<file path="src/rtl/bus_uart_pkg.sv">
// Shared types and constants for the memory-mapped UART transmitter.
package bus_uart_pkg;

  typedef enum logic [1:0] {
    IDLE  = 2'd0,
    START = 2'd1,
    DATA  = 2'd2,
    STOP  = 2'd3
  } tx_state_t;

  localparam logic [15:0] REG_TXDATA = 16'd0;
  localparam logic [15:0] REG_STATUS = 16'd1;

  localparam int unsigned STAT_BUSY    = 0;
  localparam int unsigned STAT_FULL    = 1;
  localparam int unsigned STAT_EMPTY   = 2;
  localparam int unsigned STAT_OVERRUN = 7;

endpackage

</file>
<file path="src/rtl/sync_fifo.sv">
// Single-clock first-word-fall-through FIFO with occupancy count.
module sync_fifo #(
  parameter int unsigned WIDTH = 8,
  parameter int unsigned DEPTH = 8
) (
  input  logic                     clk,
  input  logic                     rst_n,
  input  logic                     push,
  input  logic                     pop,
  input  logic [WIDTH-1:0]         din,
  output logic [WIDTH-1:0]         dout,
  output logic                     full,
  output logic                     empty,
  output logic [$clog2(DEPTH):0]   count
);

  localparam int unsigned AW = $clog2(DEPTH);
  localparam int unsigned CW = AW + 1;

  logic [WIDTH-1:0] mem [DEPTH];
  logic [AW-1:0]    wr_ptr;
  logic [AW-1:0]    rd_ptr;
  logic [CW-1:0]    cnt_q;
  logic             do_push;
  logic             do_pop;

  // A push into a full FIFO is only legal when a pop frees the slot in the same cycle.
  assign do_pop  = pop & ~empty;
  assign do_push = push & (~full | do_pop);

  assign full  = (cnt_q == CW'(DEPTH));
  assign empty = (cnt_q == '0);
  assign count = cnt_q;
  assign dout  = mem[rd_ptr];

  always_ff @(posedge clk) begin
    if (do_push) mem[wr_ptr] <= din;
  end

  always_ff @(posedge clk or negedge rst_n) begin
    if (!rst_n) begin
      wr_ptr <= '0;
      rd_ptr <= '0;
      cnt_q  <= '0;
    end else begin
      if (do_push) wr_ptr <= wr_ptr + AW'(1);
      if (do_pop)  rd_ptr <= rd_ptr + AW'(1);
      case ({do_push, do_pop})
        2'b10:   cnt_q <= cnt_q + CW'(1);
        2'b01:   cnt_q <= cnt_q - CW'(1);
        default: cnt_q <= cnt_q;
      endcase
    end
  end

endmodule

</file>
<file path="src/rtl/bus_uart_tx.sv">
// 6502-bus mapped 8N1 UART transmitter: TXDATA pushes into a FIFO, STATUS reads back state.
module bus_uart_tx
  import bus_uart_pkg::*;
#(
  parameter logic [15:0] BASE_ADDR    = 16'hD000,
  parameter int unsigned CLKS_PER_BIT = 434,
  parameter int unsigned FIFO_DEPTH   = 8
) (
  input  logic        CLOCK_50,
  input  logic        res_n,
  input  logic        phi,
  input  logic [15:0] ab,
  input  logic [7:0]  dbo,
  input  logic        rw,
  output logic        sel,
  output logic [7:0]  dbi,
  output logic        tx,
  output logic        busy
);

  localparam int unsigned BAUD_W = (CLKS_PER_BIT > 1) ? $clog2(CLKS_PER_BIT) : 1;
  localparam int unsigned CNT_W  = $clog2(FIFO_DEPTH) + 1;
  localparam logic [BAUD_W-1:0] BAUD_LAST = BAUD_W'(CLKS_PER_BIT - 1);
  localparam logic [15:0] ADDR_TXDATA = BASE_ADDR + REG_TXDATA;
  localparam logic [15:0] ADDR_STATUS = BASE_ADDR + REG_STATUS;

  logic              phi_q;
  logic              bus_strobe;
  logic              hit_data;
  logic              hit_status;
  logic              push_req;
  logic              push;
  logic              pop;
  logic              status_rd;
  logic              overrun;
  logic [7:0]        status_byte;

  logic [7:0]        fifo_dout;
  logic              fifo_full;
  logic              fifo_empty;
  logic [CNT_W-1:0]  fifo_count;

  tx_state_t         state_q, state_d;
  logic [BAUD_W-1:0] baud_q, baud_d;
  logic [2:0]        bit_q, bit_d;
  logic [7:0]        shift_q, shift_d;
  logic              tx_q, tx_d;

  // phi falling edge as seen in the CLOCK_50 domain; all bus side effects key off it.
  always_ff @(posedge CLOCK_50 or negedge res_n) begin
    if (!res_n) phi_q <= 1'b0;
    else        phi_q <= phi;
  end

  assign bus_strobe = phi_q & ~phi;
  assign hit_data   = (ab == ADDR_TXDATA);
  assign hit_status = (ab == ADDR_STATUS);
  assign sel        = hit_data | hit_status;
  assign push_req   = bus_strobe & hit_data & ~rw;
  assign status_rd  = bus_strobe & hit_status & rw;
  assign pop        = (state_q == IDLE) & ~fifo_empty;
  assign push       = push_req & (~fifo_full | pop);
  assign busy       = (state_q != IDLE) | (fifo_count != '0);

  always_comb begin
    status_byte               = 8'h00;
    status_byte[STAT_BUSY]    = busy;
    status_byte[STAT_FULL]    = fifo_full;
    status_byte[STAT_EMPTY]   = fifo_empty;
    status_byte[STAT_OVERRUN] = overrun;
  end

  assign dbi = (rw & hit_status) ? status_byte : 8'h00;

  // Sticky drop flag; a STATUS read clears it after presenting the old value.
  always_ff @(posedge CLOCK_50 or negedge res_n) begin
    if (!res_n)                                  overrun <= 1'b0;
    else if (status_rd)                          overrun <= 1'b0;
    else if (push_req & fifo_full & ~pop)        overrun <= 1'b1;
  end

  sync_fifo #(
    .WIDTH (8),
    .DEPTH (FIFO_DEPTH)
  ) u_fifo (
    .clk   (CLOCK_50),
    .rst_n (res_n),
    .push  (push),
    .pop   (pop),
    .din   (dbo),
    .dout  (fifo_dout),
    .full  (fifo_full),
    .empty (fifo_empty),
    .count (fifo_count)
  );

  // Serializer state and datapath registers.
  always_ff @(posedge CLOCK_50 or negedge res_n) begin
    if (!res_n) begin
      state_q <= IDLE;
      baud_q  <= '0;
      bit_q   <= '0;
      shift_q <= '0;
      tx_q    <= 1'b1;
    end else begin
      state_q <= state_d;
      baud_q  <= baud_d;
      bit_q   <= bit_d;
      shift_q <= shift_d;
      tx_q    <= tx_d;
    end
  end

  always_comb begin
    state_d = state_q;
    baud_d  = baud_q;
    bit_d   = bit_q;
    shift_d = shift_q;
    case (state_q)
      IDLE: begin
        if (!fifo_empty) begin
          shift_d = fifo_dout;
          baud_d  = '0;
          state_d = START;
        end
      end
      START: begin
        if (baud_q == BAUD_LAST) begin
          baud_d  = '0;
          bit_d   = '0;
          state_d = DATA;
        end else begin
          baud_d = baud_q + BAUD_W'(1);
        end
      end
      DATA: begin
        if (baud_q == BAUD_LAST) begin
          baud_d  = '0;
          shift_d = {1'b0, shift_q[7:1]};
          if (bit_q == 3'd7) state_d = STOP;
          else               bit_d   = bit_q + 3'd1;
        end else begin
          baud_d = baud_q + BAUD_W'(1);
        end
      end
      STOP: begin
        if (baud_q == BAUD_LAST) begin
          baud_d  = '0;
          state_d = IDLE;
        end else begin
          baud_d = baud_q + BAUD_W'(1);
        end
      end
      default: state_d = IDLE;
    endcase
  end

  // Line level is computed from the next state so the registered pin tracks the FSM with no lag.
  always_comb begin
    tx_d = 1'b1;
    case (state_d)
      START:   tx_d = 1'b0;
      DATA:    tx_d = shift_d[0];
      default: tx_d = 1'b1;
    endcase
  end

  assign tx = tx_q;

endmodule

</file>
<file path="config.mk">
export PLATFORM = sky130hd
export DESIGN_NAME = bus_uart_tx
export DESIGN_NICKNAME = d
export VERILOG_FILES = /design/src/rtl/bus_uart_pkg.sv /design/src/rtl/sync_fifo.sv /design/src/rtl/bus_uart_tx.sv
export SDC_FILE = /design/constraint.sdc
export NUM_CORES = 1
export LEC_CHECK = 0
export BUFFER_PORTS_ARGS = -buffer_cell sky130_fd_sc_hd__buf_2
export CAP_MARGIN = 15
export CORE_ASPECT_RATIO = 0.6
export CORE_MARGIN = 4
export CORE_UTILIZATION = 35
export CTS_BUF_LIST = sky130_fd_sc_hd__clkbuf_4 sky130_fd_sc_hd__clkbuf_8
export CTS_CLUSTER_SIZE = 40
export DETAILED_ROUTE_END_ITERATION = 8
export GPL_ROUTABILITY_DRIVEN = 0
export GPL_TIMING_DRIVEN = 0
export SLEW_MARGIN = 0
export SYNTH_ARGS = -nofsm -noshare
export SYNTH_HDL_FRONTEND = slang
export SYNTH_HIERARCHICAL = 1
export SYNTH_SLANG_ARGS = --single-unit
</file>
<file path="constraint.sdc">
create_clock -name CLOCK_50 -period 10.4 [get_ports CLOCK_50]
set_input_delay 2.6 -clock CLOCK_50 [delete_from_list [all_inputs] [get_ports CLOCK_50]]
set_output_delay 2.6 -clock CLOCK_50 [all_outputs]
set_load 0.1 [all_outputs]
</file>
==> results.sh <==
export IMPL_status="completed"
export IMPL_switching_share=0.234
export IMPL_fp_dieH_um=96.5
export IMPL_synthArstFlopShare=0.354
export IMPL_final_util=0.404
export IMPL_grt_use_total=0.127
export IMPL_synthCells=310
export IMPL_cts_tree="done"
export IMPL_fin_crit_sh=0.672
export IMPL_totalWireLength_um=8990
export IMPL_die_area_um2=15000
export IMPL_ys_types=60
export IMPL_fmax_mhz=143
export IMPL_hold_buffers=0
export IMPL_path_class="in -> out"
export IMPL_min_period_ns=6.99
export IMPL_yosysSeqAreaShare=0.613
export IMPL_vias=2663
export IMPL_ir_drop_mv=0.0679
export IMPL_place_detailed_hpwl_um=6540
export IMPL_netlist_area_um2=4570
export IMPL_dp_slack_ns=3.39
export IMPL_relSlewSlack=0.319
export IMPL_seqPwrFrac=0.619
export IMPL_cts_resized=0
export IMPL_post_drt_wl_per_cell_um=16.8
export IMPL_ant_nets=0
export IMPL_power_leakage_nw=2.04
export IMPL_grt_remaining_overflow=0
export IMPL_p_int_w=0.000519
export IMPL_fin_ws_ns=3.41
export IMPL_drt_first_pass_iters=4
export IMPL_clockBufferDepth=2
export IMPL_syn_to_final_growth_pct=13.4
export IMPL_viasPerCell=4.97
export IMPL_ys_top_cells_by_area="edfxtp_1 42%, dfrtp_1 19%, mux4_1 5.2%"
export IMPL_synth_top_cell_by_area="edfxtp_1"
export IMPL_clk_pin_slew_ns=0.10
export IMPL_n_antenna_cell=0
export IMPL_syn_area_per_cell_um2=14.7
export IMPL_p_sw_w=0.000159
export IMPL_start_util=0.357
export IMPL_pin_count=39
export IMPL_htreeDepth=3
export IMPL_nNetsFinal=398
export IMPL_powerDensity_nw_per_um2=131
export IMPL_finalHoldViolations=0
export IMPL_grt_max_degree=36
export IMPL_rsz0062_at_grt="false"
export IMPL_combPwrFrac=0.029
export IMPL_port_buffers=34
export IMPL_die_w_um=155
export IMPL_core_um2=12800
export IMPL_clockPowerShare=0.352
export IMPL_worstSkewPairLatency_ns=0.37
export IMPL_drc=0
export IMPL_ys_top_cells_by_count="64 x edfxtp_1, 34 x dfrtp_1, 30 x nand2_1, 13 x nor2_1"
export IMPL_synth_edff_count=64
export IMPL_synth_warnings=6
export IMPL_crit_fanout=4
export IMPL_worstPathArrival_ns=4.39
export IMPL_grt_first_pass_wirelength_um=14300
export IMPL_setup_violations=0
export IMPL_drv_cap=0
export IMPL_crit_path_start_kind="input pin"
export IMPL_grt_antenna_before_repair=0
export IMPL_cts_sinks=99
export IMPL_yosysTopAreaCellShare=0.421
export IMPL_first_iter_violations=140
export IMPL_grt_pass1_vias=2636
export IMPL_cts_root_buf="clkbuf_8"
export IMPL_rows=32
export IMPL_cp_end_kind="output port"
export IMPL_synthFlopType="edfxtp_1"
export IMPL_skew_ns=0.0119
export IMPL_required_ns=7.80
export IMPL_maxSlewViolCount=0
export IMPL_post_cts_buffers=0
export IMPL_worst_slew_pin_slew_ns=1.02
export IMPL_yosysMostFrequentCell="edfxtp_1"
export IMPL_finalSetupTns_ns=0
export IMPL_hp_class="reg -> reg"
export IMPL_cts_made_buffers=9
export IMPL_layout_drive_gt1_share=0.270
export IMPL_holdWs_ns=0.487
export IMPL_ys_ff_latch=99
-- stage by stage --
| step | std cells | area, µm² | power [W] |
|---|---|---|---|
| floorplan | 313 | 4580 | 0.000437 |
| global placement | 517 | 4960 | 0.000447 |
| detailed placement | 520 | 4990 | 0.000448 |
| CTS | 536 | 5180 | 0.000688 |
| global route | 536 | 5180 | 0.000708 |
| finish | 536 | 5180 | 0.000677 |
-- state kept, by name (all words and copies together) (netlist names) --
signal and count:
u_fifo/mem 64, baud_q 9, shift_q 8, u_fifo/count 4, bit_q 3, u_fifo/rd_ptr 3
u_fifo/wr_ptr 3, state_q 2, overrun 1, phi_q 1, tx 1
-- power groups by stage --
stage	clock [W]	combinational [W]	sequential [W]
after global routing	0.000267	0.0000216	0.000419
after floorplan	0	0.00000850	0.000428
after CTS	0.000249	0.0000199	0.000419
after detailed placement	0	0.0000199	0.000428
final	0.000239	0.0000194	0.000419
after global placement	0	0.0000190	0.000428
-- final cells by class --
cell class / instances / area [µm²]
buffer: 16 / 126
inverter: 10 / 37.5
multi-input combinational: 188 / 1620
timing repair buffer: 37 / 195
fill: 1195 / 7630
sequential: 99 / 2800
tap: 170 / 213
clock inverter: 7 / 70.1
clock buffer: 9 / 124
-- cells in the final DEF, fill, tap and decap left out, drive strengths merged, types with 4 or more instances in the layout --
master / n
a21oi: 6
a22o: 4
a22oi: 8
and2: 7
buf: 50
clkbuf: 11
conb: 4
dfrtp: 34
edfxtp: 64
ha: 8
inv: 14
mux2: 12
mux4: 16
nand2: 31
nand2b: 4
nand3: 5
nor2: 13
nor2b: 4
nor3: 6
o21ai: 10
or3: 4
xnor2: 6
xor2: 5
-- worst max-delay path, cell delays in order --
cell	delay, ns
buf_2	0.10
or4_4	0.54
nor4_4	0.37
and3_2	0.24
and2_1	0.12
buf_2	0.42
-- cells by family (layout without fill, tap and decap cells) --
family	Yosys count	count (layout)	share of synthesized area
multiplexers	31	31	0.124
AND/OR/NAND/NOR	90	90	0.107
AO/OA/AOI/OAI	43	43	0.0718
flip-flops	99	99	0.613
buffers and inverters	26	79	0.0359
XOR/XNOR	11	11	0.0211
adder cells (fa/ha/maj)	9	9	0.0263
other	1	4	0.000821
-- final timing paths --
check | start | to | slack, ns | cells after the start
hold / removal | shift_q[5] | shift_q[5] | 0.49 | 2
setup / recovery | ab[1] | dbi[1] | 3.41 | 6
max in group asynchronous | res_n | baud_q[7] | 7.58 | 1
setup reg to reg | u_fifo/count[1] | u_fifo/count[3] | 6.77 | 14
hold reg to reg | shift_q[5] | shift_q[5] | 0.49 | 2
min in group asynchronous | res_n | baud_q[5] | 2.30 | 1
-- routing by layer --
layer / share of wire / track usage / wire length (µm)
met4: 0.0090 / 0.0328 / 81
met5: 0 / 0 / 0
met1: 0.53 / 0.197 / 4740
met3: 0.036 / 0.0320 / 326
met2: 0.43 / 0.176 / 3840
Power figures use the tool's default switching activity.
